**config.mk**
```make
export PLATFORM = sky130hd
export DESIGN_NAME = imm_gen_pipe
export DESIGN_NICKNAME = d
export VERILOG_FILES = /design/src/rtl/imm_pkg.sv /design/src/rtl/imm_fmt_decode.sv /design/src/rtl/imm_gen_pipe.sv
export SDC_FILE = /design/constraint.sdc
export NUM_CORES = 1
export LEC_CHECK = 0
export BUFFER_PORTS_ARGS = -buffer_cell sky130_fd_sc_hd__clkbuf_2
export CORE_MARGIN = 8
export CORE_UTILIZATION = 50
export CTS_CLUSTER_DIAMETER = 150
export CTS_CLUSTER_SIZE = 28
export DETAILED_ROUTE_END_ITERATION = 6
export GPL_ROUTABILITY_DRIVEN = 0
export PLACE_DENSITY = 0.86
export SYNTH_ARGS = -nofsm -noshare
export SYNTH_HDL_FRONTEND = slang
export SYNTH_SLANG_ARGS = --single-unit
export TNS_END_PERCENT = 20
```
**constraint.sdc**
```tcl
create_clock -name clk -period 3.7 [get_ports clk]
set_clock_uncertainty 0.15 [all_clocks]
set_input_delay 0.555 -clock clk [delete_from_list [all_inputs] [get_ports clk]]
set_output_delay 0.555 -clock clk [all_outputs]
set_load 0.01 [all_outputs]
```
**src/rtl/imm_pkg.sv**
```systemverilog
`default_nettype none
// ============================================================================
// Module      : imm_pkg
// Description : Immediate format codes and RV32I/RV64I opcode constants.
// Revision    : 1.0
// ============================================================================
package imm_pkg;

  localparam logic [2:0] IMM_I     = 3'd0;
  localparam logic [2:0] IMM_S     = 3'd1;
  localparam logic [2:0] IMM_B     = 3'd2;
  localparam logic [2:0] IMM_J     = 3'd3;
  localparam logic [2:0] IMM_U     = 3'd4;
  localparam logic [2:0] IMM_SHAMT = 3'd5;
  localparam logic [2:0] IMM_ZIMM  = 3'd6;
  localparam logic [2:0] IMM_ILL   = 3'd7;

  localparam logic [6:0] OP_IMM    = 7'b0010011;
  localparam logic [6:0] OP_LOAD   = 7'b0000011;
  localparam logic [6:0] OP_JALR   = 7'b1100111;
  localparam logic [6:0] OP_STORE  = 7'b0100011;
  localparam logic [6:0] OP_BRANCH = 7'b1100011;
  localparam logic [6:0] OP_JAL    = 7'b1101111;
  localparam logic [6:0] OP_LUI    = 7'b0110111;
  localparam logic [6:0] OP_AUIPC  = 7'b0010111;
  localparam logic [6:0] OP_SYSTEM = 7'b1110011;

  function automatic logic is_illegal_fmt(input logic [2:0] fmt);
    return fmt == IMM_ILL;
  endfunction

endpackage
`default_nettype wire

```
**src/rtl/imm_fmt_decode.sv**
```systemverilog
`default_nettype none
// ============================================================================
// Module      : imm_fmt_decode
// Description : Opcode/funct3 to immediate format code.
// Revision    : 1.0
// ============================================================================
module imm_fmt_decode
  import imm_pkg::*;
(
  input  logic [6:0] opcode,
  input  logic [2:0] funct3,
  output logic [2:0] fmt
);

  always_comb begin
    fmt = IMM_ILL;
    case (opcode)
      OP_IMM:             fmt = (funct3[1:0] == 2'b01) ? IMM_SHAMT : IMM_I;
      OP_LOAD, OP_JALR:   fmt = IMM_I;
      OP_STORE:           fmt = IMM_S;
      OP_BRANCH:          fmt = IMM_B;
      OP_JAL:             fmt = IMM_J;
      OP_LUI, OP_AUIPC:   fmt = IMM_U;
      OP_SYSTEM:          fmt = funct3[2] ? IMM_ZIMM : IMM_I;
      default:            fmt = IMM_ILL;
    endcase
  end

endmodule
`default_nettype wire

```
**src/rtl/imm_gen_pipe.sv**
```systemverilog
`default_nettype none
// ============================================================================
// Module      : imm_gen_pipe
// Description : Registered immediate generator with valid/ready output slot,
//               optional skid entry, flush and saturating illegal counter.
// Revision    : 1.0
// ============================================================================
module imm_gen_pipe
  import imm_pkg::*;
#(
  parameter int XLEN        = 32,
  parameter int AUTO_DECODE = 0,
  parameter int DEPTH       = 1,
  parameter int CNT_W       = 16
) (
  input  logic             clk,
  input  logic             rst,
  input  logic             in_valid,
  output logic             in_ready,
  input  logic [31:0]      instr,
  input  logic [2:0]       imm_src,
  input  logic             flush,
  output logic             out_valid,
  input  logic             out_ready,
  output logic [XLEN-1:0]  imm_ext,
  output logic [2:0]       imm_fmt,
  output logic             illegal,
  output logic [CNT_W-1:0] illegal_cnt
);

  logic [2:0]      w_fmt;
  logic [XLEN-1:0] w_ext;
  logic [5:0]      w_shamt;
  logic            w_illegal;
  logic            w_accept;

  logic            r_out_valid;
  logic [XLEN-1:0] r_ext;
  logic [2:0]      r_fmt;
  logic            r_ill;
  logic [CNT_W-1:0] r_cnt;

  generate
    if (AUTO_DECODE != 0) begin : g_auto
      logic w_unused_src;
      assign w_unused_src = ^imm_src;
      imm_fmt_decode u_dec (
        .opcode (instr[6:0]),
        .funct3 (instr[14:12]),
        .fmt    (w_fmt)
      );
    end else begin : g_manual
      logic w_unused_op;
      assign w_unused_op = ^instr[6:0];
      assign w_fmt = imm_src;
    end
  endgenerate

  assign w_shamt = (XLEN == 64) ? instr[25:20] : {1'b0, instr[24:20]};

  // Size casts of signed operands sign-extend; unsigned ones zero-extend.
  always_comb begin
    w_ext = '0;
    case (w_fmt)
      IMM_I:     w_ext = XLEN'($signed(instr[31:20]));
      IMM_S:     w_ext = XLEN'($signed({instr[31:25], instr[11:7]}));
      IMM_B:     w_ext = XLEN'($signed({instr[31], instr[7], instr[30:25], instr[11:8], 1'b0}));
      IMM_J:     w_ext = XLEN'($signed({instr[31], instr[19:12], instr[20], instr[30:21], 1'b0}));
      IMM_U:     w_ext = XLEN'($signed({instr[31:12], 12'b0}));
      IMM_SHAMT: w_ext = XLEN'(w_shamt);
      IMM_ZIMM:  w_ext = XLEN'(instr[19:15]);
      default:   w_ext = '0;
    endcase
  end

  assign w_illegal = is_illegal_fmt(w_fmt);
  assign w_accept  = in_valid && in_ready;

  generate
    if (DEPTH == 2) begin : g_skid
      logic            r_skid_valid;
      logic [XLEN-1:0] r_skid_ext;
      logic [2:0]      r_skid_fmt;
      logic            r_skid_ill;

      // Ready depends only on state, never on out_ready.
      assign in_ready = !rst && !flush && !r_skid_valid;

      always_ff @(posedge clk) begin
        if (rst) begin
          r_out_valid  <= 1'b0;
          r_ext        <= '0;
          r_fmt        <= '0;
          r_ill        <= 1'b0;
          r_skid_valid <= 1'b0;
          r_skid_ext   <= '0;
          r_skid_fmt   <= '0;
          r_skid_ill   <= 1'b0;
        end else if (flush) begin
          r_out_valid  <= 1'b0;
          r_skid_valid <= 1'b0;
        end else if (r_out_valid && !out_ready) begin
          if (w_accept) begin
            r_skid_valid <= 1'b1;
            r_skid_ext   <= w_ext;
            r_skid_fmt   <= w_fmt;
            r_skid_ill   <= w_illegal;
          end
        end else if (r_skid_valid) begin
          r_out_valid  <= 1'b1;
          r_ext        <= r_skid_ext;
          r_fmt        <= r_skid_fmt;
          r_ill        <= r_skid_ill;
          r_skid_valid <= 1'b0;
        end else if (w_accept) begin
          r_out_valid <= 1'b1;
          r_ext       <= w_ext;
          r_fmt       <= w_fmt;
          r_ill       <= w_illegal;
        end else begin
          r_out_valid <= 1'b0;
        end
      end
    end else begin : g_single
      assign in_ready = !rst && !flush && (!r_out_valid || out_ready);

      always_ff @(posedge clk) begin
        if (rst) begin
          r_out_valid <= 1'b0;
          r_ext       <= '0;
          r_fmt       <= '0;
          r_ill       <= 1'b0;
        end else if (flush) begin
          r_out_valid <= 1'b0;
        end else if (w_accept) begin
          r_out_valid <= 1'b1;
          r_ext       <= w_ext;
          r_fmt       <= w_fmt;
          r_ill       <= w_illegal;
        end else if (out_ready) begin
          r_out_valid <= 1'b0;
        end
      end
    end
  endgenerate

  always_ff @(posedge clk) begin
    if (rst) begin
      r_cnt <= '0;
    end else if (w_accept && w_illegal && (r_cnt != {CNT_W{1'b1}})) begin
      r_cnt <= r_cnt + CNT_W'(1);
    end
  end

  assign out_valid   = r_out_valid;
  assign imm_ext     = r_ext;
  assign imm_fmt     = r_fmt;
  assign illegal     = r_ill;
  assign illegal_cnt = r_cnt;

endmodule
`default_nettype wire

```
### After elaboration in Yosys (flattened, before gate mapping)

Index checks and enable logic that the tools add are counted.
W data, S select, Z words.

| word-level totals | value |
|---|---|
| bits in registers | 53 |
| output and inout bits | 54 |
| input port bits | 40 |
| logic and storage cells | 31 |

| operators by class | value |
|---|---|
| reduce and logical (&&, ||, !) cells | 13 |
| equality and inequality tests | 8 |
| add/sub/neg operators | 1 |
| mux-type cells | 3 |
| bitwise gates (word level) | 1 |

Operators by type and width:

| operator | count |
|---|---|
| $pmux W32 S7 | 1 |
| $add A16 B1 Y16 const B | 1 |
| $ne A16 B16 Y1 const B | 1 |
| $eq A3 B3 Y1 const B | 4 |
| $eq A3 B2 Y1 const B | 2 |
| $logic_and A1 B1 Y1 | 5 |
| $eq A3 B1 Y1 const B | 1 |
| $logic_not A1 Y1 | 3 |
| $logic_not A3 Y1 | 1 |
| $mux W1 | 2 |
| $reduce_and A2 Y1 | 1 |
| $reduce_bool A2 Y1 | 1 |
| $reduce_or A2 Y1 | 1 |
| $logic_or A1 B1 Y1 | 1 |
| $not A1 Y1 | 1 |

### Depth between registers and ports, before layout

| logic depth | value |
|---|---|
| word-level depth | 6 |
| mapped depth | 8 |
| depth with buffers taken out | 6 |

### Worst setup path before layout

Ideal clock, no wire load.

| path | value |
|---|---|
| path type | input to register |
| start | input imm_src[1] |
| end | register r_cnt[11] (netlist: illegal_cnt[11]) |
| setup time | 0.059 ns |
| slack | 1.451 ns |
| arrival | 2.040 ns |
| buffers on the path | 2 |
| data required time | 3.491 ns |
| stages on the path | 7 |
| cells stage by stage | buf_4 and4_4 nand3_4 or3_1 buf_2 or4_1 nand2_1 |

| between the ends | value |
|---|---|
| cells in the longest elaborated chain, start to end | 3 |

Ends and longest elaborated chain:

| what | RTL line | text |
|---|---|---|
| start: declaration | imm_gen_pipe.sv:21 | `input logic [2:0] imm_src,` |
| $eq A3 B3 Y1 | imm_pkg.sv:29 | `return fmt == IMM_ILL;` |
| $logic_and A1 B1 Y1 (2 in series) | imm_gen_pipe.sv:150 | `end else if (w_accept && w_illegal && (r_cnt != {CNT_W{1'b1}})) begin` |
| end signal: assignment | imm_gen_pipe.sv:151 | `r_cnt <= r_cnt + CNT_W'(1);` |
| end: declaration | imm_gen_pipe.sv:41 | `logic [CNT_W-1:0] r_cnt;` |

Every way passes these cells.
A chain may end at the register's enable or synchronous reset.

### Worst setup path after layout

| path | value |
|---|---|
| start | input imm_src[2] |
| end | register r_cnt[11] (netlist: illegal_cnt[11]) |

Same word-level chain as after synthesis.

==> flow_summary.yaml <==
pwr:
  power_leakage_uw: 0.00123
  switching_share_pct: 24.4
  combinationalPowerShare_pct: 13.0
  power.share.clock_pct: 32.0
  pwr_density_cell_mw_per_mm2: 350
  intPower_uw: 810
  power.switching_uw: 262
  sequentialPowerShare_pct: 55.0
  ir_drop_mv: 0.171
min_path:
  min_path_type: "reg2reg"
  min_to: "imm_ext[5]"
  holdPathStages: 2
  min_from: "imm_ext[5]"
logic_synthesis:
  synthDistinctLibCells: 47
  synth_largest_area_cell: "dfxtp_1"
  async_flop_share_pct: 0
  syn-cell-area_sq_mm: 0.00254
  syn_avg_cell_area_sq_um: 8.24
  ys_ff_latch: 53
  yosysWarnings: 0
  synthCells: 309
  syn_nets: 350
  synth_ff_type: "dfxtp_1"
  yosysSeqAreaShare_pct: 41.7
  synth_top_cells_by_area: "dfxtp_1 42%, a21oi_1 9.4%, nor2_1 4.9%"
  synth_edf_count: 0
  synth_top_area_share_pct: 41.7
sta:
  slew_viol_final: 0
  tightest_slew_ns: 0.986
  setup_viol: 0
  grt_setup_unrepaired: "no"
  hold_viol_final: 0
  period_share_pct: 65.9
  min_period_ns: 2.44
  setup_tns_ns: 0
  slew_headroom_pct: 34.3
  timing.fmax_ghz: 0.410
cts:
  clockBufferDepth: 2
  htree_num_levels: 2
  cts_hold_buf: 0
  post_cts_buffers: 0
  root_buffer: "clkbuf_8"
  clock_latency_ns: 0.29
  clk_pin_slew_ns: 0.09
  numCtsBuffers: 5
  cts_tree: "yes"
  cts.sinks: 53
  cts.repair.resized: 0
floorplanning:
  die_w_microns: 87.3
  die_area_sq_mm: 0.00763
  io_pins: 94
  fp.dieH_microns: 87.3
  coreArea_sq_mm: 0.00501
  initial_core_util_pct: 50.8
  row_count: 26
detailed_routing:
  wl_mm: 6.62
  avgViaCountPerCell: 5.47
  drt-initial-drc-count: 247
  first_pass_iters: 4
  num_vias: 2456
  ant_nets: 0
  drc: 0
  wire_per_inst_microns: 14.7
global_routing:
  grt_max_degree: 55
  grt_pass1_wl_mm: 11.1
  grt_pass1_vias: 2405
  gr-usage-all-layers_pct: 17.7
  antenna_found_initial: 0
  overflow: 0
finish:
  nets: 419
  synthToLayoutAreaGrowth_pct: 20.4
  diodes: 0
  fillCellCount: 477
  fin_cells: 449
  layout-drive-gt1-share_pct: 29.6
placement:
  placed_cells: 441
  post-dp-hpwl_mm: 4.78
  io_buffers: 86
critical_path:
  rr_worst_depth: 6
  critPathSlowestCell: "or3_1"
  r2r_slack_ns: 1.50
  cp_cell_sequence: "clkbuf_2 > and4_4 > nand3_4 > or3_1 > or4_1 > nand2_1"
  cp.arrival_ns: 2.53
  cp_max_fo: 31
  crit_path_end_kind: "flop"
  timing.rr.start: "illegal_cnt[0]"
  criticalPathCategory: "in2reg"
  start_kind: "primary input"
  reg2reg_to: "illegal_cnt[9]"
  critPathMaxStageDelay_ns: 0.51
  cp.required_ns: 3.80
job:
  maxCapViolations: 0
outcome:
  status: "completed"
[synth_stat cells (all sizes together), types with 2 or more instances]
cell type  count
dfxtp         53
a21oi         48
nor2          34
nand2         28
clkbuf        21
o21ai         13
a2bb2oi       11
nor3          10
xnor2          9
nand3          8
o221ai         8
buf            6
nand3b         6
mux2           5
a22oi          4
and2b          4
nor2b          4
nor4           4
o211ai         4
or3            4
nand4          3
and3           2
and4           2
mux2i          2
nor3b          2
[power groups by stage]
| stage | registers, uW | clock network [uW] | logic (uW) |
|---|---|---|---|
| 2_1_floorplan | 608 | 0 | 85.4 |
| 3_3_place_gp | 602 | 0 | 137 |
| 3_5_place_dp | 603 | 0 | 138 |
| 4_1_cts | 590 | 357 | 139 |
| 5_1_grt | 591 | 385 | 155 |
| 6_report | 589 | 343 | 139 |
[logic make-up (layout without fill, tap and decap cells)]
family	count (synthesis)	after routing	share of synthesized area, %
AO/OA/AOI/OAI	92	92	22.1
flip-flops	53	53	41.7
adder cells (fa/ha/maj)	1	1	0.492
buffers and inverters	28	98	4.97
multiplexers	7	7	3.00
AND/OR/NAND/NOR	118	118	24.3
XOR/XNOR	10	10	3.44
[flip-flops by register name, summed over array words and instances, names as in the netlist]
name	flops
imm_ext	32
illegal_cnt	16
imm_fmt	3
illegal	1
out_valid	1
[placed cells by master, fill, tap and decap left out, drive strengths merged, types with 2 or more instances in the layout]
cell     instances
nor4             4
and2b            4
mux2             5
o211ai           4
nand4            3
a2bb2oi         11
and3             2
nor3b            2
nand3b           6
nand2           28
buf              3
or3              4
a22oi            4
a21oi           48
nand3            8
nor3            10
clkbuf          93
and4             2
nor2            34
xnor2            9
o21ai           13
dfxtp           53
o221ai           8
nor2b            4
mux2i            2
[critical path: cells and delay by family]
family / cells / cell delay (ns)
buf+inv: 1 / 0.43
simple gates: 5 / 1.53
[final cells by class]
cell class / instances / area, sq um / share of cell area [%]
clock buffers: 7 / 96.3 / 3.14
clock inverters: 1 / 5.00 / 0.163
inverters: 1 / 3.75 / 0.122
multi-input cells: 228 / 1360 / 44.3
flip-flops and latches: 53 / 1060 / 34.6
well taps: 70 / 87.6 / 2.86
repair buffers: 89 / 453 / 14.8
[how the worst max path moves through the flow]
stage / startpoint / endpoint / slack, ns / depth (start not counted)
3_3_place_gp: imm_src[2] / illegal_cnt[11] / 0.96 / 6
4_1_cts: imm_src[2] / illegal_cnt[11] / 1.27 / 6
5_1_grt: imm_src[2] / imm_ext[29] / 1.10 / 6
3_5_place_dp: imm_src[2] / illegal_cnt[11] / 0.96 / 6
2_1_floorplan: imm_src[1] / illegal_cnt[11] / 1.45 / 7
6_report: imm_src[2] / illegal_cnt[11] / 1.26 / 6
[routing by layer]
| metal | vias up | GRT usage, % | share of wire (%) |
|---|---|---|---|
| met2 | 92 | 28.3 | 47 |
| met3 | 4 | 6.32 | 9.1 |
| met1 | 1111 | 21.8 | 43 |
| met5 | - | 0 | 0 |
| met4 | 0 | 5.00 | 0.59 |
| li1 | 1249 | - | - |
[stage by stage]
| step | utilization [%] | instance area, sq um | setup WS, ns | power [uW] | hold WS (ns) |
|---|---|---|---|---|---|
| final | 61.2 | 3060 | 1.26 | 1070 | 0.306 |
| after CTS | 61.2 | 3060 | 1.27 | 1090 | 0.310 |
| after global placement | 59.1 | 2960 | 0.957 | 739 | 0.291 |
| after floorplan | - | 2540 | 1.45 | 694 | 0.326 |
| after global routing | 61.2 | 3060 | 1.10 | 1130 | 0.336 |
| after detailed placement | 59.1 | 2960 | 0.956 | 741 | 0.297 |
(Power assumes the default switching activity.)
